--- config.mk ---
export PLATFORM = sky130hd
export DESIGN_NAME = div_arbiter
export DESIGN_NICKNAME = d
export VERILOG_FILES = /design/src/rtl/div_arbiter_pkg.sv /design/src/rtl/div_arbiter_rr_arb2.sv /design/src/rtl/div_arbiter.sv
export SDC_FILE = /design/constraint.sdc
export NUM_CORES = 1
export LEC_CHECK = 0
export CORE_ASPECT_RATIO = 0.5
export CORE_MARGIN = 5
export CORE_UTILIZATION = 35
export CTS_BUF_LIST = sky130_fd_sc_hd__clkbuf_8
export DETAILED_ROUTE_END_ITERATION = 16
export PLACE_DENSITY = 0.78
export SYNTH_ARGS = -nofsm -noshare
export SYNTH_HDL_FRONTEND = slang
export SYNTH_SLANG_ARGS = --single-unit
--- constraint.sdc ---
create_clock -name clk -period 4.18 [get_ports clk]
set_input_delay 0.627 -clock clk [delete_from_list [all_inputs] [get_ports clk]]
set_output_delay 0.627 -clock clk [all_outputs]
set_load 0.02 [all_outputs]
--- src/rtl/div_arbiter_pkg.sv ---
// Shared types and constants for the divider arbiter: FSM encodings, divider
// handshake levels and the latched operand record.
package div_arbiter_pkg;

   typedef enum logic [1:0] {
      S_IDLE  = 2'd0,
      S_BUSY  = 2'd1,
      S_ABORT = 2'd2,
      S_DRAIN = 2'd3
   } state_e;

   localparam logic DivStart          = 1'b1;
   localparam logic DivStop           = 1'b0;
   localparam logic DivResultReady    = 1'b1;
   localparam logic DivResultNotReady = 1'b0;

   typedef struct packed {
      logic        sgn;
      logic [31:0] op1;
      logic [31:0] op2;
   } div_opr_t;

endpackage

--- src/rtl/div_arbiter_rr_arb2.sv ---
// Combinational 2-way round-robin pick. last_i names the requester favoured on
// a tie; the owner of last_i flips it to the loser after every grant.
module rr_arb2 (
   input  logic [1:0] req_i,
   input  logic       last_i,
   output logic [1:0] gnt_o,
   output logic       idx_o
);

   always_comb begin
      idx_o = (req_i == 2'b11) ? last_i : req_i[1];
      gnt_o = 2'b00;
      if (req_i != 2'b00) gnt_o = idx_o ? 2'b10 : 2'b01;
   end

endmodule

--- src/rtl/div_arbiter.sv ---
// Shares one iterative divider between two requesters: round-robin grant,
// operand latching, annul on owner flush and a settle window after each op.
module div_arbiter
   import div_arbiter_pkg::*;
#(
   parameter int DRAIN_CYC = 2
) (
   input  logic        clk,
   input  logic        rst,
   input  logic [1:0]  req_i,
   input  logic [1:0]  signed_i,
   input  logic [31:0] op1_0_i,
   input  logic [31:0] op2_0_i,
   input  logic [31:0] op1_1_i,
   input  logic [31:0] op2_1_i,
   input  logic [1:0]  flush_i,
   output logic [1:0]  gnt_o,
   output logic [1:0]  resp_valid_o,
   output logic [63:0] result_o,
   output logic        busy_o,
   output logic        div_start_o,
   output logic        div_annul_o,
   output logic        div_signed_o,
   output logic [31:0] div_op1_o,
   output logic [31:0] div_op2_o,
   input  logic [63:0] div_result_i,
   input  logic        div_ready_i
);

   // DRAIN_CYC must be at least 1; the counter counts down to zero.
   localparam int CW = (DRAIN_CYC > 1) ? $clog2(DRAIN_CYC) : 1;
   localparam logic [CW-1:0] CNT_INIT = CW'(DRAIN_CYC - 1);

   state_e          state_q, state_d;
   logic            last_q, last_d;
   logic            owner_q, owner_d;
   logic [1:0]      gnt_q, gnt_d;
   logic [1:0]      resp_q, resp_d;
   logic [63:0]     result_q, result_d;
   div_opr_t        opr_q, opr_d;
   logic [CW-1:0]   cnt_q, cnt_d;
   logic            start_q, start_d;
   logic            annul_q, annul_d;
   logic            busy_q, busy_d;

   logic [1:0]      arb_gnt;
   logic            arb_idx;

   rr_arb2 u_rr (
      .req_i  (req_i & ~flush_i),
      .last_i (last_q),
      .gnt_o  (arb_gnt),
      .idx_o  (arb_idx)
   );

   always_comb begin
      state_d  = state_q;
      last_d   = last_q;
      owner_d  = owner_q;
      gnt_d    = gnt_q;
      resp_d   = 2'b00;
      result_d = result_q;
      opr_d    = opr_q;
      cnt_d    = cnt_q;
      annul_d  = 1'b0;
      unique case (state_q)
         S_IDLE: begin
            if (arb_gnt != 2'b00) begin
               state_d = S_BUSY;
               owner_d = arb_idx;
               gnt_d   = arb_gnt;
               last_d  = ~arb_idx;
               opr_d   = arb_idx ? '{signed_i[1], op1_1_i, op2_1_i}
                                 : '{signed_i[0], op1_0_i, op2_0_i};
            end
         end
         S_BUSY: begin
            // Flush beats a same-cycle ready; that result is dropped.
            if (flush_i[owner_q]) begin
               state_d = S_ABORT;
               cnt_d   = CNT_INIT;
               annul_d = 1'b1;
            end else if (div_ready_i == DivResultReady) begin
               state_d  = S_DRAIN;
               cnt_d    = CNT_INIT;
               result_d = div_result_i;
               resp_d   = owner_q ? 2'b10 : 2'b01;
               gnt_d    = 2'b00;
            end
         end
         S_ABORT, S_DRAIN: begin
            if (cnt_q == '0) begin
               state_d = S_IDLE;
               gnt_d   = 2'b00;
            end else begin
               cnt_d = cnt_q - 1'b1;
            end
         end
         default: state_d = S_IDLE;
      endcase
      start_d = (state_d == S_BUSY) ? DivStart : DivStop;
      busy_d  = (state_d != S_IDLE);
   end

   always_ff @(posedge clk or negedge rst) begin
      if (!rst) begin
         state_q  <= S_IDLE;
         last_q   <= 1'b0;
         owner_q  <= 1'b0;
         gnt_q    <= 2'b00;
         resp_q   <= 2'b00;
         result_q <= '0;
         opr_q    <= '0;
         cnt_q    <= '0;
         start_q  <= DivStop;
         annul_q  <= 1'b0;
         busy_q   <= 1'b0;
      end else begin
         state_q  <= state_d;
         last_q   <= last_d;
         owner_q  <= owner_d;
         gnt_q    <= gnt_d;
         resp_q   <= resp_d;
         result_q <= result_d;
         opr_q    <= opr_d;
         cnt_q    <= cnt_d;
         start_q  <= start_d;
         annul_q  <= annul_d;
         busy_q   <= busy_d;
      end
   end

   assign gnt_o        = gnt_q;
   assign resp_valid_o = resp_q;
   assign result_o     = result_q;
   assign busy_o       = busy_q;
   assign div_start_o  = start_q;
   assign div_annul_o  = annul_q;
   assign div_signed_o = opr_q.sgn;
   assign div_op1_o    = opr_q.op1;
   assign div_op2_o    = opr_q.op2;

endmodule

# Word level (Yosys, flattened, before mapping)
# Index checks and enable logic that the tools add are counted.
[op_classes] n_addsub=1 n_mul=0 div=0 n_lt_le_gt_ge=1 eq_ne=10 n_shift=0 mux=27 bitwise_logic=4 n_reduce_logical=10
[ops] op="65-bit 2-to-1 mux" n=1
[ops] op="2-bit 2-to-1 mux" n=14
[ops] op="2-bit one-hot mux with 3 select lines" n=2
[ops] op="1-bit 2-to-1 mux" n=9
[ops] op="2-bit inequality test (second input constant)" n=4
[ops] op="2-bit nonzero test" n=4
[ops] op="2-bit equality test (second input constant)" n=3
[ops] op="2-bit by 1-bit equality test with 1-bit output (second input constant)" n=2
[ops] op="2-bit AND reduction" n=2
[ops] op="4-bit AND reduction" n=1
[ops] op="3-bit inequality test (second input constant)" n=1
[ops] op="3-bit AND reduction" n=1
[ops] op="2-bit AND" n=1
[ops] op="2-bit logical NOT" n=1
[ops] op="1-bit by 2-bit < comparator with 1-bit output (second input constant)" n=1
[ops] op="1-bit NOT" n=2
[ops] op="2-bit NOT" n=1
[ops] op="1-bit one-hot mux with 2 select lines" n=1
[ops] op="2-bit OR reduction" n=1
[ops] op="1-bit subtractor (second input constant)" n=1
[word_totals] regBits=141 latch_bits=0 ram_bits=0 romBits=0 input_bits=201 output_inout_bits=136 wordCells=66 memories=0

# Longest topological paths before layout
[logic_depth] depth_word=11 ltp_mapped=7 depth_no_buf=4

# Hierarchy
# Synthesis repeated with hierarchy kept, for this count alone.
[hier_totals] cells_unflattened=396 area_unflattened_um2=6402.4
[by_module_without_submodules] module="div_arbiter" instances=1 cells_per_inst=392 area_per_inst_um2=6376.1 seq_area_each_um2=3528.4
[by_module_without_submodules] module="rr_arb2" instances=1 cells_per_inst=4 area_per_inst_um2=26.3 seq_area_each_um2=0.0

# Worst setup path after synthesis
# No wires, ideal clock.
[synth_path] path_type="input-to-reg" startpoint="input flush_i[1]" endpoint="register result_q[0] (netlist: result_o[0])" arrival_ps=1724 setup_slack_ps=2331 cell_stages=5 path_cell_list="mux2_2 > nor2_1 > buf_2 > buf_4 > mux2_2"
[synth_via] elab_chain_cells=4
[synth_rtl] item="start: declaration" line_no="div_arbiter.sv:16" text="input logic [1:0] flush_i,"
[synth_rtl] item="1-bit 2-to-1 mux (not written as such) (2 in series)" line_no="div_arbiter.sv:79" text="if (flush_i[owner_q]) begin"
[synth_rtl] item="1-bit NOT (no line)"
[synth_rtl] item="3-bit AND reduction (no line)"
[synth_rtl] item="end signal: assignment" line_no="div_arbiter.sv:124" text="result_q <= result_d;"
[synth_rtl] item="end: declaration" line_no="div_arbiter.sv:39" text="logic [63:0] result_q, result_d;"
# No other way between the ends. The select of a mux whose other input is x is not followed.
# A chain may end at the register's enable or synchronous reset.

# Worst setup path after layout
[layout_path] startpoint="input flush_i[1]" endpoint="register result_q[57] (netlist: result_o[57])"
# The elaborated chain is that of the path after synthesis.

==> impl_metrics.json <==
{
  "outcome": "complete, no violations",
  "die_height_um": 99.99,
  "stdcell_area_um2": 9597,
  "grt_pass1_vias": 5113,
  "clk_root_buffer_cell": "sky130_fd_sc_hd__clkbuf_8",
  "cp_cell_sequence": "clkdlybuf4s50_1, mux2_2, nor2_4, buf_4, mux2_2",
  "die_area_um2": 18990,
  "synth.net_count": 596,
  "insertedDiodeCount": 0,
  "synth-edff-count": 0,
  "hold_buffers": 0,
  "syn-mean-instance-area_um2": 14.35,
  "rows": 32,
  "synth_cell_type_count": 29,
  "io_buffer_count": 336,
  "r2r_cells": 5,
  "endpoint": "result_o[57]$_DFFE_PN0P_",
  "final_hold_viol_count": 0,
  "crit_path_top_delay_cell": "sky130_fd_sc_hd__clkdlybuf4s50_1",
  "finalHoldWorstSlack_ns": 0.2896,
  "path_type_of_the_worst_min_delay_path": "input port to asynchronous set/reset pin",
  "slew_viol_final": 0,
  "portion_of_the_post_synthesis_area_used_by_sequential_elements_pct": 62.25,
  "post_layout_nonfiller_instances": 965,
  "synth.yosys.warnings": 0,
  "clk-insertion-delay-late_ns": 0.43,
  "synth_seq_cells": 141,
  "post-route-drc-count": 0,
  "clock-sinks": 141,
  "synth-main-ff-cell": "sky130_fd_sc_hd__dfrtp_1",
  "synth.area.top_cells": "sky130_fd_sc_hd__dfrtp_1 (62%), sky130_fd_sc_hd__mux2_2 (14%), sky130_fd_sc_hd__a222oi_1 (11%)",
  "fin_total_pwr_mw": 7.072,
  "postPlaceCellArea_um2": 9141,
  "drtIter0Drc": 385,
  "utilization_pct": 61.30,
  "drv_cap": 0,
  "synthMostInstantiatedCell": "sky130_fd_sc_hd__dfrtp_1",
  "drt-vias-per-instance": 4.908,
  "placedCellCount": 933,
  "path_common_cell": "sky130_fd_sc_hd__mux2_2",
  "floorplan.initialDensity_pct": 36.21,
  "rr_endpoint": "div_op1_o[9]$_DFFE_PN0P_",
  "worst_slack_ns": 1.766,
  "critical_path_arrival_ns": 2.72,
  "worst_path_largest_cell_delay_ns": 0.48,
  "synth_cells": 395,
  "worstSetupStartpoint": "flush_i[1]",
  "detail_route.first_pass.iterations": 11,
  "timing.final.crit_share_pct": 57.75,
  "final_nets": 932,
  "place.gp.congestion": 0.8317,
  "critical_path.top_delay_family": "buffers and inverters",
  "first_pass_grt_wire_length_um": 28190,
  "total_routed_wirelength_um": 18330,
  "final_tns_setup_ns": 0,
  "rsz_0062_raised_after_global_routing": "no",
  "synthesis.area_um2": 5668,
  "maximum_number_of_pins_on_one_net_before_global_route_repair": 99,
  "place_hpwl_um": 13930,
  "final_period_minus_worst_setup_slack_ns": 2.414,
  "globalRouteOverflowTotal": 0,
  "synthArstFlopShare_pct": 100.0,
  "startpoint_class": "input port",
  "total_number_of_vias": 4736,
  "initial_antenna_violation_count": 0,
  "slew_at_the_pin_closest_to_its_max_slew_limit_ns": 1.128,
  "setup.worst_path.class": "input port to flip-flop",
  "rrSetupSlack_ns": 1.91,
  "reg2reg_from": "state_q[1]$_DFF_PN0_",
  "cts_max_path_buffers": 2,
  "ant_nets": 0,
  "placement.setup.worst_slack_ns": 1.313,
  "crit_cells": 5,
  "path_buf_inv": 2,
  "grt_usage_pct": 18.84,
  "die_x_um": 190.0,
  "clock-skew-final_ns": 0.01453,
  "tritoncts_clock_tree": "built",
  "cts.repair.resized": 0,
  "syn2layout_area_growth_pct": 69.32,
  "boundaryPins": 337,
  "total_leakage_power_nw": 4.293,
  "synth_top_cell_area_share_pct": 62.25,
  "final_layout_size_suffix_gt1_share_pct": 16.53,
  "required_time_reported_for_the_critical_path_endpoint_ns": 4.48,
  "timing.critical_path.to_type": "flip-flop",
  "power.density_cell_area_nw_per_um2": 736.9,
  "ctsHtreeMaxLevel": 4,
  "clk_transition_reported_paths_ns": 0.10,
  "setup_viol_count_final": 0,
  "routed_wire_length_per_instance_um": 18.99,
  "slew_headroom_pct": 24.54,
  "ir_drop_mv": 0.3820,
  "max_fo_critical_path": 25,
  "number_of_buffers_added_for_setup_after_cts": 0,
  "design.core.area_um2": 15660,
  "tritoncts.num_buffers": 17,
  "max_freq_mhz": 414.3,
  "yosysTopAreaCell": "sky130_fd_sc_hd__dfrtp_1",
  "synth_top_cells_by_count": "sky130_fd_sc_hd__dfrtp_1 (141), sky130_fd_sc_hd__mux2_2 (71), sky130_fd_sc_hd__inv_1 (65)"
}
## power by group
group | internal, mW | switching (mW) | leakage, nW
clock network | 0.682 | 0.563 | 0.223
registers | 2.02 | 0.391 | 1.73
logic | 1.77 | 1.65 | 2.34
total | 4.47 | 2.60 | 4.29
## kinds of logic after synthesis
group / Yosys count / synth area share [%]
compound gates: 75 / 13.07
flops: 141 / 62.25
buf+inv: 94 / 8.852
mux: 72 / 14.28
simple gates: 13 / 1.545
## registers in the layout (all words and copies together), names as in the netlist, 2 cells and up
signal        cells
resp_valid_o      2
div_op1_o        32
div_op2_o        32
gnt_o             2
result_o         64
state_q           2
## cell type report
type | instances | area (um2)
clock inverter | 14 | 207.7
tap | 221 | 276.5
sequential | 141 | 3528
multi-input combinational | 160 | 1653
clock buffer | 18 | 247.7
inverter | 65 | 244.0
timing repair buffer | 346 | 3440
fill | 1261 | 6058
## metal layers
metal	wire (um)	track usage, %	up-vias
met3	1113	4.726	31
met2	9856	34.16	181
met4	475	7.222	0
li1	-	-	2150
met5	0	0	-
met1	6880	21.74	2374
## worst min-delay path by stage
| stage | cells after the start | start | to |
|---|---|---|---|
| final | 1 | rst | result_o[1]$_DFFE_PN0P_ |
| after global routing | 1 | rst | result_o[1]$_DFFE_PN0P_ |
| after floorplan | 0 | rst | busy_o$_DFF_PN0_ |
| after global placement | 2 | div_op2_o[3]$_DFFE_PN0P_ | div_op2_o[3]$_DFFE_PN0P_ |
| after detailed placement | 2 | div_op1_o[18]$_DFFE_PN0P_ | div_op1_o[18]$_DFFE_PN0P_ |
| after CTS | 1 | rst | result_o[7]$_DFFE_PN0P_ |
## worst register-to-register path: stages (launching register included)
cell	delay (ns)
sky130_fd_sc_hd__dfrtp_1	0.52
sky130_fd_sc_hd__nor2_1	0.28
sky130_fd_sc_hd__o211a_2	0.71
sky130_fd_sc_hd__buf_4	0.44
sky130_fd_sc_hd__a222oi_1	0.18
sky130_fd_sc_hd__inv_1	0.08
## cells in the final DEF (no fill, tap or decap), types with 2 or more instances in the layout
master	n
sky130_fd_sc_hd__o21ai_0	3
sky130_fd_sc_hd__inv_1	65
sky130_fd_sc_hd__clkinvlp_4	2
sky130_fd_sc_hd__bufinv_16	4
sky130_fd_sc_hd__a222oi_1	62
sky130_fd_sc_hd__clkinv_4	3
sky130_fd_sc_hd__dfrtp_1	141
sky130_fd_sc_hd__nand2_1	2
sky130_fd_sc_hd__inv_6	4
sky130_fd_sc_hd__clkdlybuf4s50_1	335
sky130_fd_sc_hd__buf_4	10
sky130_fd_sc_hd__clkbuf_8	18
sky130_fd_sc_hd__mux2_2	71
sky130_fd_sc_hd__nor3_1	3
Note: power is estimated with default switching activity, not from simulation.
